File: src/rtl/nn_pkg.sv
// rtl/nn_pkg.sv - shared Q8.8 constants and dot-product feeder FSM state type
package nn_pkg;

  localparam int          Q_FRAC = 8;
  localparam logic [15:0] Q_MAX  = 16'h7FFF;
  localparam logic [15:0] Q_MIN  = 16'h8000;

  typedef enum logic [1:0] {
    IDLE,
    FETCH,
    DRAIN,
    CAPTURE
  } feeder_state_t;

endpackage

File: src/rtl/q88_mul_sat.sv
// rtl/q88_mul_sat.sv - registered signed Q8.8 multiply with truncate/saturate back to Q8.8
module q88_mul_sat
  import nn_pkg::*;
(
  input  logic        clk,
  input  logic        rst,
  input  logic        in_valid,
  input  logic [15:0] w,
  input  logic [15:0] x,
  output logic        out_valid,
  output logic [15:0] out_data
);

  logic signed [31:0] w_ext;
  logic signed [31:0] x_ext;
  logic signed [31:0] prod;
  logic               prod_valid;
  logic               overflow;
  logic               unused_frac;

  assign w_ext = {{16{w[15]}}, w};
  assign x_ext = {{16{x[15]}}, x};

  always_ff @(posedge clk) begin
    if (rst) begin
      prod       <= '0;
      prod_valid <= 1'b0;
    end else begin
      prod_valid <= in_valid;
      if (in_valid) prod <= w_ext * x_ext;
    end
  end

  // Saturation works straight off the product register so a term reaches the
  // accumulator one cycle after its operands arrive.
  assign overflow = !((&prod[31:23]) || !(|prod[31:23]));

  always_comb begin
    out_data = prod[Q_FRAC+15:Q_FRAC];
    if (overflow) out_data = prod[31] ? Q_MIN : Q_MAX;
  end

  assign out_valid   = prod_valid;
  assign unused_frac = ^prod[Q_FRAC-1:0];

endmodule

File: src/rtl/accum_feeder.sv
// rtl/accum_feeder.sv - dot-product sequencer feeding one NN accumulator
// Build option: define ACCUM_FEEDER_RELU_EN to clamp negative results to zero.
module accum_feeder
  import nn_pkg::*;
#(
  parameter int LEN = 16,
  parameter int AW  = (LEN > 1) ? $clog2(LEN) : 1
) (
  input  logic          clk,
  input  logic          rst,
  input  logic          start,
  input  logic [15:0]   bias,
  output logic          busy,
  output logic          rd_en,
  output logic [AW-1:0] rd_addr,
  input  logic [15:0]   w_data,
  input  logic [15:0]   x_data,
  output logic          acc_clr,
  output logic [15:0]   acc_load,
  output logic [15:0]   acc_din,
  output logic          acc_enable,
  input  logic [15:0]   acc_dout,
  input  logic          acc_valid,
  output logic [15:0]   res,
  output logic          res_valid
);

  localparam logic [AW-1:0] LAST = AW'(LEN - 1);

  feeder_state_t state;
  feeder_state_t state_next;
  logic [AW-1:0] addr;
  logic [AW-1:0] vcnt;
  logic [AW-1:0] vcnt_next;
  logic [15:0]   bias_q;
  logic          rd_valid;
  logic          counting;
  logic          capture;
  logic [15:0]   res_next;

  // CAPTURE holds while the final term is still outstanding; its acc_valid
  // ends the job so the following cycle is already IDLE.
  assign counting  = acc_valid && (state == FETCH || state == DRAIN);
  assign vcnt_next = vcnt + AW'(counting);
  assign capture   = (state == CAPTURE) && acc_valid;

  always_ff @(posedge clk) begin
    if (rst) state <= IDLE;
    else     state <= state_next;
  end

  always_comb begin
    state_next = state;
    busy       = 1'b0;
    rd_en      = 1'b0;
    acc_clr    = 1'b0;
    case (state)
      IDLE: begin
        if (start) state_next = FETCH;
      end
      FETCH: begin
        busy    = 1'b1;
        rd_en   = 1'b1;
        acc_clr = (addr == '0);
        if (addr == LAST) state_next = (vcnt_next == LAST) ? CAPTURE : DRAIN;
      end
      DRAIN: begin
        busy = 1'b1;
        if (vcnt_next == LAST) state_next = CAPTURE;
      end
      CAPTURE: begin
        busy = 1'b1;
        if (acc_valid) state_next = IDLE;
      end
      default: state_next = IDLE;
    endcase
  end

`ifdef ACCUM_FEEDER_RELU_EN
  assign res_next = acc_dout[15] ? 16'h0000 : acc_dout;
`else
  assign res_next = acc_dout;
`endif

  always_ff @(posedge clk) begin
    if (rst) begin
      addr      <= '0;
      vcnt      <= '0;
      bias_q    <= '0;
      rd_valid  <= 1'b0;
      res       <= '0;
      res_valid <= 1'b0;
    end else begin
      rd_valid  <= rd_en;
      res_valid <= 1'b0;
      if (state == IDLE && start) bias_q <= bias;
      if (state == FETCH) addr <= (addr == LAST) ? '0 : addr + AW'(1);
      if (capture) begin
        vcnt      <= '0;
        res       <= res_next;
        res_valid <= 1'b1;
      end else begin
        vcnt <= vcnt_next;
      end
    end
  end

  assign rd_addr  = addr;
  assign acc_load = bias_q;

  q88_mul_sat u_mul (
    .clk       (clk),
    .rst       (rst),
    .in_valid  (rd_valid),
    .w         (w_data),
    .x         (x_data),
    .out_valid (acc_enable),
    .out_data  (acc_din)
  );

endmodule

File: config.mk
export PLATFORM = sky130hd
export DESIGN_NAME = accum_feeder
export DESIGN_NICKNAME = d
export VERILOG_FILES = /design/src/rtl/nn_pkg.sv /design/src/rtl/q88_mul_sat.sv /design/src/rtl/accum_feeder.sv
export SDC_FILE = /design/constraint.sdc
export NUM_CORES = 1
export LEC_CHECK = 0
export CORE_ASPECT_RATIO = 0.9
export CORE_MARGIN = 10
export CORE_UTILIZATION = 55
export CTS_CLUSTER_SIZE = 30
export DETAILED_ROUTE_END_ITERATION = 12
export HOLD_SLACK_MARGIN = 0.05
export PLACE_DENSITY = 0.75
export SETUP_SLACK_MARGIN = 0.3
export SYNTH_ARGS = -nofsm -noshare
export SYNTH_HDL_FRONTEND = slang
export SYNTH_SLANG_ARGS = --single-unit
File: constraint.sdc
create_clock -name clk -period 8 [get_ports clk]
set_input_delay 1.6 -clock clk [delete_from_list [all_inputs] [get_ports clk]]
set_output_delay 1.6 -clock clk [all_outputs]
set_load 0.1 [all_outputs]
==> out/summary.txt, run 1 <==
===============================================================================================
Final setup viols ................................................................            0
Most instantiated library cell after synthesis ................................... sky130_fd_sc_hd__inv_1
Fill cells .......................................................................         1763
Die Outline Area .................................................................   28800 um^2
Initial drt markers ..............................................................          468
Buffer depth of the longest clock path ...........................................            2
TritonCTS sink count .............................................................           69
Cell-by-cell trace of the critical path .......................................... clkdlybuf4s50_1 -> buf_4 -> nand2_1 -> fa_1 -> inv_1 -> fa_1 -> fa_1 -> fa_1 -> fa_1 -> inv_1 -> fa_1 -> inv_1 -> ha_1 -> nand4_1 -> or4_4 -> a21oi_2 -> o21ai_1 -> a2111oi_1 -> a311o_1
ANT cells ........................................................................            0
Setup total negative slack .......................................................         0 ns
Clk_lat worst skew ...............................................................      0.33 ns
Drt via density ..................................................................         5.28
Layout net count .................................................................         1905
Hold_sp .......................................................................... acc_load[1]$_SDFFE_PP0P_
Critical path fanouts, max .......................................................           11
Number of buffers created by CTS .................................................            9
Worst R2R Setup Slack ............................................................      5.26 ns
Antenna violations before repair .................................................            0
Detailed-route via count .........................................................         9420
Global routing usage summed across all routing layers ............................        21.1%
Post-detailed-route DRC marker count .............................................            0
Worst-Margin Slew ................................................................      1.22 ns
Reg2reg end ...................................................................... state[0]$_SDFFE_PP0P_
RR Startpoint .................................................................... state[0]$_SDFFE_PP0P_
Core Box Area ....................................................................   21800 um^2
Detailed-route wire length .......................................................     28700 um
Most Frequent Cell on Critical Path .............................................. sky130_fd_sc_hd__fa_1
Count of unique library cells instantiated by Yosys ..............................           58
Root Buffer Master ............................................................... sky130_fd_sc_hd__clkbuf_16
Delay of the slowest cell on the worst path ......................................      0.77 ns
Count of H-tree levels built during CTS ..........................................            3
Dpl hpwl .........................................................................     24700 um
Cell accounting for the most synthesized area .................................... sky130_fd_sc_hd__fa_1
Arrival time worst endpoint ......................................................      7.82 ns
Pre-antenna DRT Iters ............................................................            5
Worst hold path endpoint ......................................................... acc_load[1]$_SDFFE_PP0P_
Gp weighted congestion ...........................................................        0.908
Commonest cells in the synthesized netlist ....................................... 317 x sky130_fd_sc_hd__inv_1, 261 x sky130_fd_sc_hd__fa_1, 189 x sky130_fd_sc_hd__nand2_1
Starting density of the core .....................................................        56.4%
Number of placed instances with taps included ....................................         1768
RSZ-0062 raised after global routing .............................................        false
Area delta synth->final ..........................................................        17.7%
Synthesized instance count .......................................................         1352
Number of buffer cells added on primary ports ....................................          124
Synth Cell Area ..................................................................   12300 um^2
Number of violations of the max-capacitance limit ................................            0
Via count of the first global-routing pass .......................................        10500
Sequential-to-total area share from yosys stat ...................................        11.2%
Critical path launch point type ..................................................    input pin
Flop and latch count out of synthesis ............................................           69
Warning count from the yosys run .................................................            0
Number of core rows ..............................................................           51
Hold slack .......................................................................     0.456 ns
Cts hold-fix bufs ................................................................            0
CTS tree .........................................................................         done
Proportion of netlist area held by the largest area contributor ..................        42.5%
Layout cells sized above 1 .......................................................        5.49%
Number of cells traversed by the worst register-to-register path .................           11
Post-synth top flop .............................................................. sky130_fd_sc_hd__dfxtp_1
Final period util ................................................................        94.4%
Die extent in y ..................................................................       162 um
F_max ............................................................................      132 MHz
Slew margin rel. .................................................................        18.4%
Worst clock skew on the final layout .............................................   0.00444 ns
Number of top-level design ports .................................................          125
Class of the tightest hold or removal check ......................................      reg2reg
Die width ........................................................................       178 um
Async set or reset register ratio after synthesis ................................           0%
Number of nets in the synthesized netlist ........................................         1769
Number of post-CTS setup repair buffers ..........................................            0
Number of antenna-violating nets in the routed design ............................            0
Max stage delay cell, worst path ................................................. sky130_fd_sc_hd__clkdlybuf4s50_1
Mean instance size in the synthesized netlist ....................................    9.10 um^2
WP data required .................................................................      8.27 ns
Minimum clock period .............................................................      7.55 ns
Final cell count without fillers .................................................         1784
Top post-synthesis cells by area ................................................. sky130_fd_sc_hd__fa_1 42%, sky130_fd_sc_hd__dfxtp_1 11%, sky130_fd_sc_hd__inv_1 9.7%
Clock input transition at the sequential cells of the worst setup and hold paths .      0.06 ns
Element type at the critical path end ............................................     register
Hold violation count in the final report .........................................            0
Number of enable flip-flop cells after synthesis .................................            0
Result of the run ................................................................ complete, no violations
Wire length of the first global-routing pass .....................................     49700 um
Instance count along the most critical hold path .................................            2
Critical path class ..............................................................       in2reg
Global route overflow ............................................................            0
Largest net degree at the start of global routing ................................           53
WL per Instance ..................................................................      16.1 um
Number of slew-limit violations in the final report ..............................            0
===============================================================================================
metrics by stage:
step	worst slack [ns]	util, %	cell area, um^2
after global routing	0.245	66.4	14500
after global placement	0.217	64.6	14100
final	0.447	66.4	14500
after CTS	0.375	66.1	14400
after detailed placement	0.0589	64.6	14100
after floorplan	0.794	-	12300
registers in the layout, indices dropped and copies added, names as in the netlist:
name             count
acc_load            16
rd_addr              4
rd_valid             1
res                 16
res_valid            1
state                2
u_mul.out_valid      1
u_mul.prod          24
vcnt                 4
worst max-delay path: cells and delay by family:
kind / cells / cell delay, ns
fa+ha+maj: 7 / 3.26
buf+inv: 5 / 1.18
compound gates: 4 / 1.01
simple gates: 3 / 0.76
cells by family after synthesis:
logic type,synth area share (%)
AND/OR/NAND/NOR,15.6
adder cells (fa/ha/maj),51.4
buffers and inverters,11.3
flip-flops,11.2
multiplexers,0.976
AO/OA/AOI/OAI,7.70
XOR/XNOR,1.71
metal layers:
| layer | part of all wire (%) | track usage [%] | routed length [um] |
|---|---|---|---|
| met4 | 3.5 | 7.19 | 991 |
| met5 | 0 | 0 | 0 |
| met1 | 38 | 24.4 | 11000 |
| met3 | 3.7 | 2.48 | 1060 |
| met2 | 54 | 39.4 | 15600 |
how the worst max path moves through the flow:
stage	startpoint	end	slack [ns]	depth (start not counted)
2_1_floorplan	w_data[10]	u_mul.prod[25]$_SDFFE_PP0P_	0.79	20
3_3_place_gp	x_data[5]	u_mul.prod[27]$_SDFFE_PP0P_	0.22	20
3_5_place_dp	x_data[5]	u_mul.prod[29]$_SDFFE_PP0P_	0.06	20
4_1_cts	x_data[5]	u_mul.prod[29]$_SDFFE_PP0P_	0.37	20
5_1_grt	x_data[10]	u_mul.prod[29]$_SDFFE_PP0P_	0.25	19
6_report	x_data[10]	u_mul.prod[29]$_SDFFE_PP0P_	0.45	19
placed cells by master, fill, tap and decap left out, drive strengths merged, types with 9 or more instances in the layout:
master         instances
a21o                  25
a21oi                 46
a22o                  16
and2                 111
buf                   55
clkbuf                 9
clkdlybuf4s50        105
dfxtp                 69
dlymetal6s2s          18
fa                   261
ha                    88
inv                  319
mux2i                 12
nand2                189
nand3                 14
nor2                  27
o21ai                 11
xnor2                 16
area by class of cell:
class,instances,area (um^2),area share [%]
clock buffers,9,225,1.56
clock inverters,7,97.6,0.674
inverters,318,1190,8.24
multi-input cells,912,9530,65.8
flip-flops and latches,69,1380,9.54
well taps,291,364,2.51
repair buffers,178,1690,11.6
repair_timing:
action,in CTS,in global routing
resized for setup,0,22
endpoints found under the hold margin,0,0
endpoints found under the setup margin,0,8
Power of run 1 is not shown: default switching activity piles up to over one toggle a cycle in this logic, so the estimate is an artifact.
==> run 2, diff against run 1 <==
--- a/config.mk
+++ b/config.mk
@@ -7,12 +7,11 @@
 export LEC_CHECK = 0
 export CORE_ASPECT_RATIO = 0.9
 export CORE_MARGIN = 10
-export CORE_UTILIZATION = 55
+export CORE_UTILIZATION = 60
 export CTS_CLUSTER_SIZE = 30
 export DETAILED_ROUTE_END_ITERATION = 12
 export HOLD_SLACK_MARGIN = 0.05
-export PLACE_DENSITY = 0.75
-export SETUP_SLACK_MARGIN = 0.3
+export PLACE_DENSITY = 0.81
 export SYNTH_ARGS = -nofsm -noshare
 export SYNTH_HDL_FRONTEND = slang
 export SYNTH_SLANG_ARGS = --single-unit
==> run 2 against run 1 <==
First-iteration DRC count up 20%. Critical path type unchanged. Sequential share of layout area increased by 0.086 points. Highest routed layer unchanged. Global-route usage is 2.3 points higher. Count of clock-buffer cells in the layout rose by 6. Flip-flop and latch count stayed put.
==> out/summary.txt, run 2 (synthesis gave the netlist of run 1 again) <==
===============================================================================================
Number of post-CTS setup repair buffers ..........................................            0
RSZ-0062 raised after global routing .............................................        false
Met3 wire len ....................................................................      1330 um
Critical Path Source .............................................................    x_data[7]
Number of top-level design ports .................................................          125
WL per Instance ..................................................................      16.7 um
Via count of the first global-routing pass .......................................        10700
Critical path fanouts, max .......................................................           10
Worst R2R Setup Slack ............................................................      5.26 ns
Gp weighted congestion ...........................................................        0.918
Global route overflow ............................................................            0
CTS tree .........................................................................         done
Fill cells .......................................................................         1477
Number of buffers created by CTS .................................................            9
Final setup viols ................................................................            0
Setup total negative slack .......................................................         0 ns
Post-CTS sizing ..................................................................            0
Detailed-route via count .........................................................         9538
Top library cells by usage in the layout, fill and taps aside .................... 317 x sky130_fd_sc_hd__inv_1, 261 x sky130_fd_sc_hd__fa_1, 189 x sky130_fd_sc_hd__nand2_1
Detailed-route wire length .......................................................     29200 um
Most common cell after layout, fill and taps aside ............................... sky130_fd_sc_hd__inv_1
F_max ............................................................................      131 MHz
Number of antenna-violating nets in the routed design ............................            0
Starting density of the core .....................................................        61.4%
Metal2 WL ........................................................................     15900 um
Core Box Area ....................................................................   20000 um^2
RR Startpoint .................................................................... state[0]$_SDFFE_PP0P_
Worst clock skew on the final layout .............................................   0.00577 ns
Number of core rows ..............................................................           49
Largest register FFs .............................................................           24
Hold_sp .......................................................................... acc_load[9]$_SDFFE_PP0P_
Largest net degree at the start of global routing ................................           53
Die Outline Area .................................................................   26600 um^2
Area delta synth->final ..........................................................        16.6%
Critical path class ..............................................................       in2reg
Cts hold-fix bufs ................................................................            0
Initial drt markers ..............................................................          563
Drt via density ..................................................................         5.45
Number of violations of the max-capacitance limit ................................            0
Post-detailed-route DRC marker count .............................................            0
Clock input transition at the sequential cells of the worst setup and hold paths .      0.05 ns
Root Buffer Master ............................................................... sky130_fd_sc_hd__clkbuf_16
Worst-Margin Slew ................................................................      1.18 ns
Number of buffer cells added on primary ports ....................................          124
Global routing usage summed across all routing layers ............................        23.4%
Buffer depth of the longest clock path ...........................................            2
Element type at the critical path end ............................................     register
Antenna violations before repair .................................................            0
Class of the tightest hold or removal check ......................................      reg2reg
Slew margin rel. .................................................................        21.2%
Hold violation count in the final report .........................................            0
Met1 Routed Length ...............................................................     10600 um
Clk_lat worst skew ...............................................................      0.33 ns
Minimum clock period .............................................................      7.66 ns
Layout cells sized above 1 .......................................................        5.22%
Die extent in y ..................................................................       156 um
Result of the run ................................................................ complete, no violations
Dpl hpwl .........................................................................     25100 um
Register ranked first by flip-flop count .........................................   u_mul.prod
Pre-antenna DRT Iters ............................................................            5
Final period util ................................................................        95.7%
Max layer used ...................................................................         met4
Count of H-tree levels built during CTS ..........................................            3
Worst hold path endpoint ......................................................... acc_load[9]$_SDFFE_PP0P_
Wire length of the first global-routing pass .....................................     50400 um
Instance count along the most critical hold path .................................            2
Number of slew-limit violations in the final report ..............................            0
ANT cells ........................................................................            0
WP data required .................................................................      8.26 ns
TritonCTS sink count .............................................................           69
Reg2reg end ...................................................................... state[0]$_SDFFE_PP0P_
Layout net count .................................................................         1906
Arrival time worst endpoint ......................................................      7.92 ns
Number of cells traversed by the worst register-to-register path .................           11
Critical path launch point type ..................................................    input pin
Die width ........................................................................       171 um
===============================================================================================
-- run 2: cell types whose count changed in the layout (fill, tap and decap cells not counted), moves of 2 or more --
| cell | previous run | this run |
|---|---|---|
| sky130_fd_sc_hd__clkdlybuf4s50_1 | 105 | 120 |
| sky130_fd_sc_hd__dlymetal6s2s_1 | 18 | 3 |
| sky130_fd_sc_hd__clkbuf_1 | 0 | 4 |
| sky130_fd_sc_hd__a2111oi_0 | 1 | 3 |
| sky130_fd_sc_hd__a2111oi_1 | 3 | 1 |
| sky130_fd_sc_hd__bufinv_16 | 2 | 0 |
| sky130_fd_sc_hd__clkbuf_8 | 0 | 2 |
| sky130_fd_sc_hd__clkinvlp_4 | 2 | 0 |
| sky130_fd_sc_hd__inv_6 | 2 | 0 |
-- run 2: final cells by class --
| class | instances | area (um^2) | area share (%) |
|---|---|---|---|
| multi-input cells | 912 | 9530 | 66.4 |
| repair buffers | 179 | 1660 | 11.5 |
| flip-flops and latches | 69 | 1380 | 9.63 |
| inverters | 318 | 1190 | 8.32 |
| well taps | 255 | 319 | 2.22 |
| clock buffers | 15 | 268 | 1.87 |
| clock inverters | 1 | 5.00 | 0.0349 |
-- run 2: worst max-delay path by stage --
stage / slack, ns / to
3_3_place_gp: 0.16 / u_mul.prod[29]$_SDFFE_PP0P_
4_1_cts: 0.36 / u_mul.prod[31]$_SDFFE_PP0P_
2_1_floorplan: 0.79 / u_mul.prod[25]$_SDFFE_PP0P_
3_5_place_dp: 0.04 / u_mul.prod[27]$_SDFFE_PP0P_
5_1_grt: 0.009 / u_mul.prod[31]$_SDFFE_PP0P_
6_report: 0.34 / u_mul.prod[25]$_SDFFE_PP0P_
-- run 2: metrics by stage --
| step | worst slack [ns] | cells | hold slack, ns | area [um^2] | util, % |
|---|---|---|---|---|---|
| 3_5_place_dp | 0.0429 | 1733 | 0.448 | 14100 | 70.2 |
| 4_1_cts | 0.362 | 1749 | 0.454 | 14300 | 71.5 |
| 3_3_place_gp | 0.163 | 1733 | 0.441 | 14100 | 70.2 |
| 6_report | 0.345 | 1749 | 0.451 | 14400 | 71.6 |
| 2_1_floorplan | 0.794 | 1352 | 0.441 | 12300 | - |
| 5_1_grt | 0.00912 | 1749 | 0.477 | 14400 | 71.6 |
-- run 2: per-layer routing --
metal,up-vias,global-route usage [%]
met4,0,10.0
li1,4361,-
met5,-,0
met3,92,2.96
met2,268,43.9
met1,4817,26.0
-- run 2: worst max-delay path: stages --
cell,delay (ns)
sky130_fd_sc_hd__clkdlybuf4s50_1,0.75
sky130_fd_sc_hd__nand2_1,0.14
sky130_fd_sc_hd__fa_1,0.56
sky130_fd_sc_hd__inv_1,0.06
sky130_fd_sc_hd__fa_1,0.50
sky130_fd_sc_hd__inv_1,0.06
sky130_fd_sc_hd__fa_1,0.61
sky130_fd_sc_hd__inv_1,0.07
sky130_fd_sc_hd__fa_1,0.46
sky130_fd_sc_hd__fa_1,0.52
sky130_fd_sc_hd__fa_1,0.43
sky130_fd_sc_hd__ha_1,0.31
sky130_fd_sc_hd__and4_1,0.22
sky130_fd_sc_hd__nand4_1,0.11
sky130_fd_sc_hd__or4_4,0.57
sky130_fd_sc_hd__a31oi_4,0.27
sky130_fd_sc_hd__a2111oi_2,0.12
sky130_fd_sc_hd__or4_1,0.48
sky130_fd_sc_hd__nand3_1,0.09
Power of run 2 is left out for the same reason.
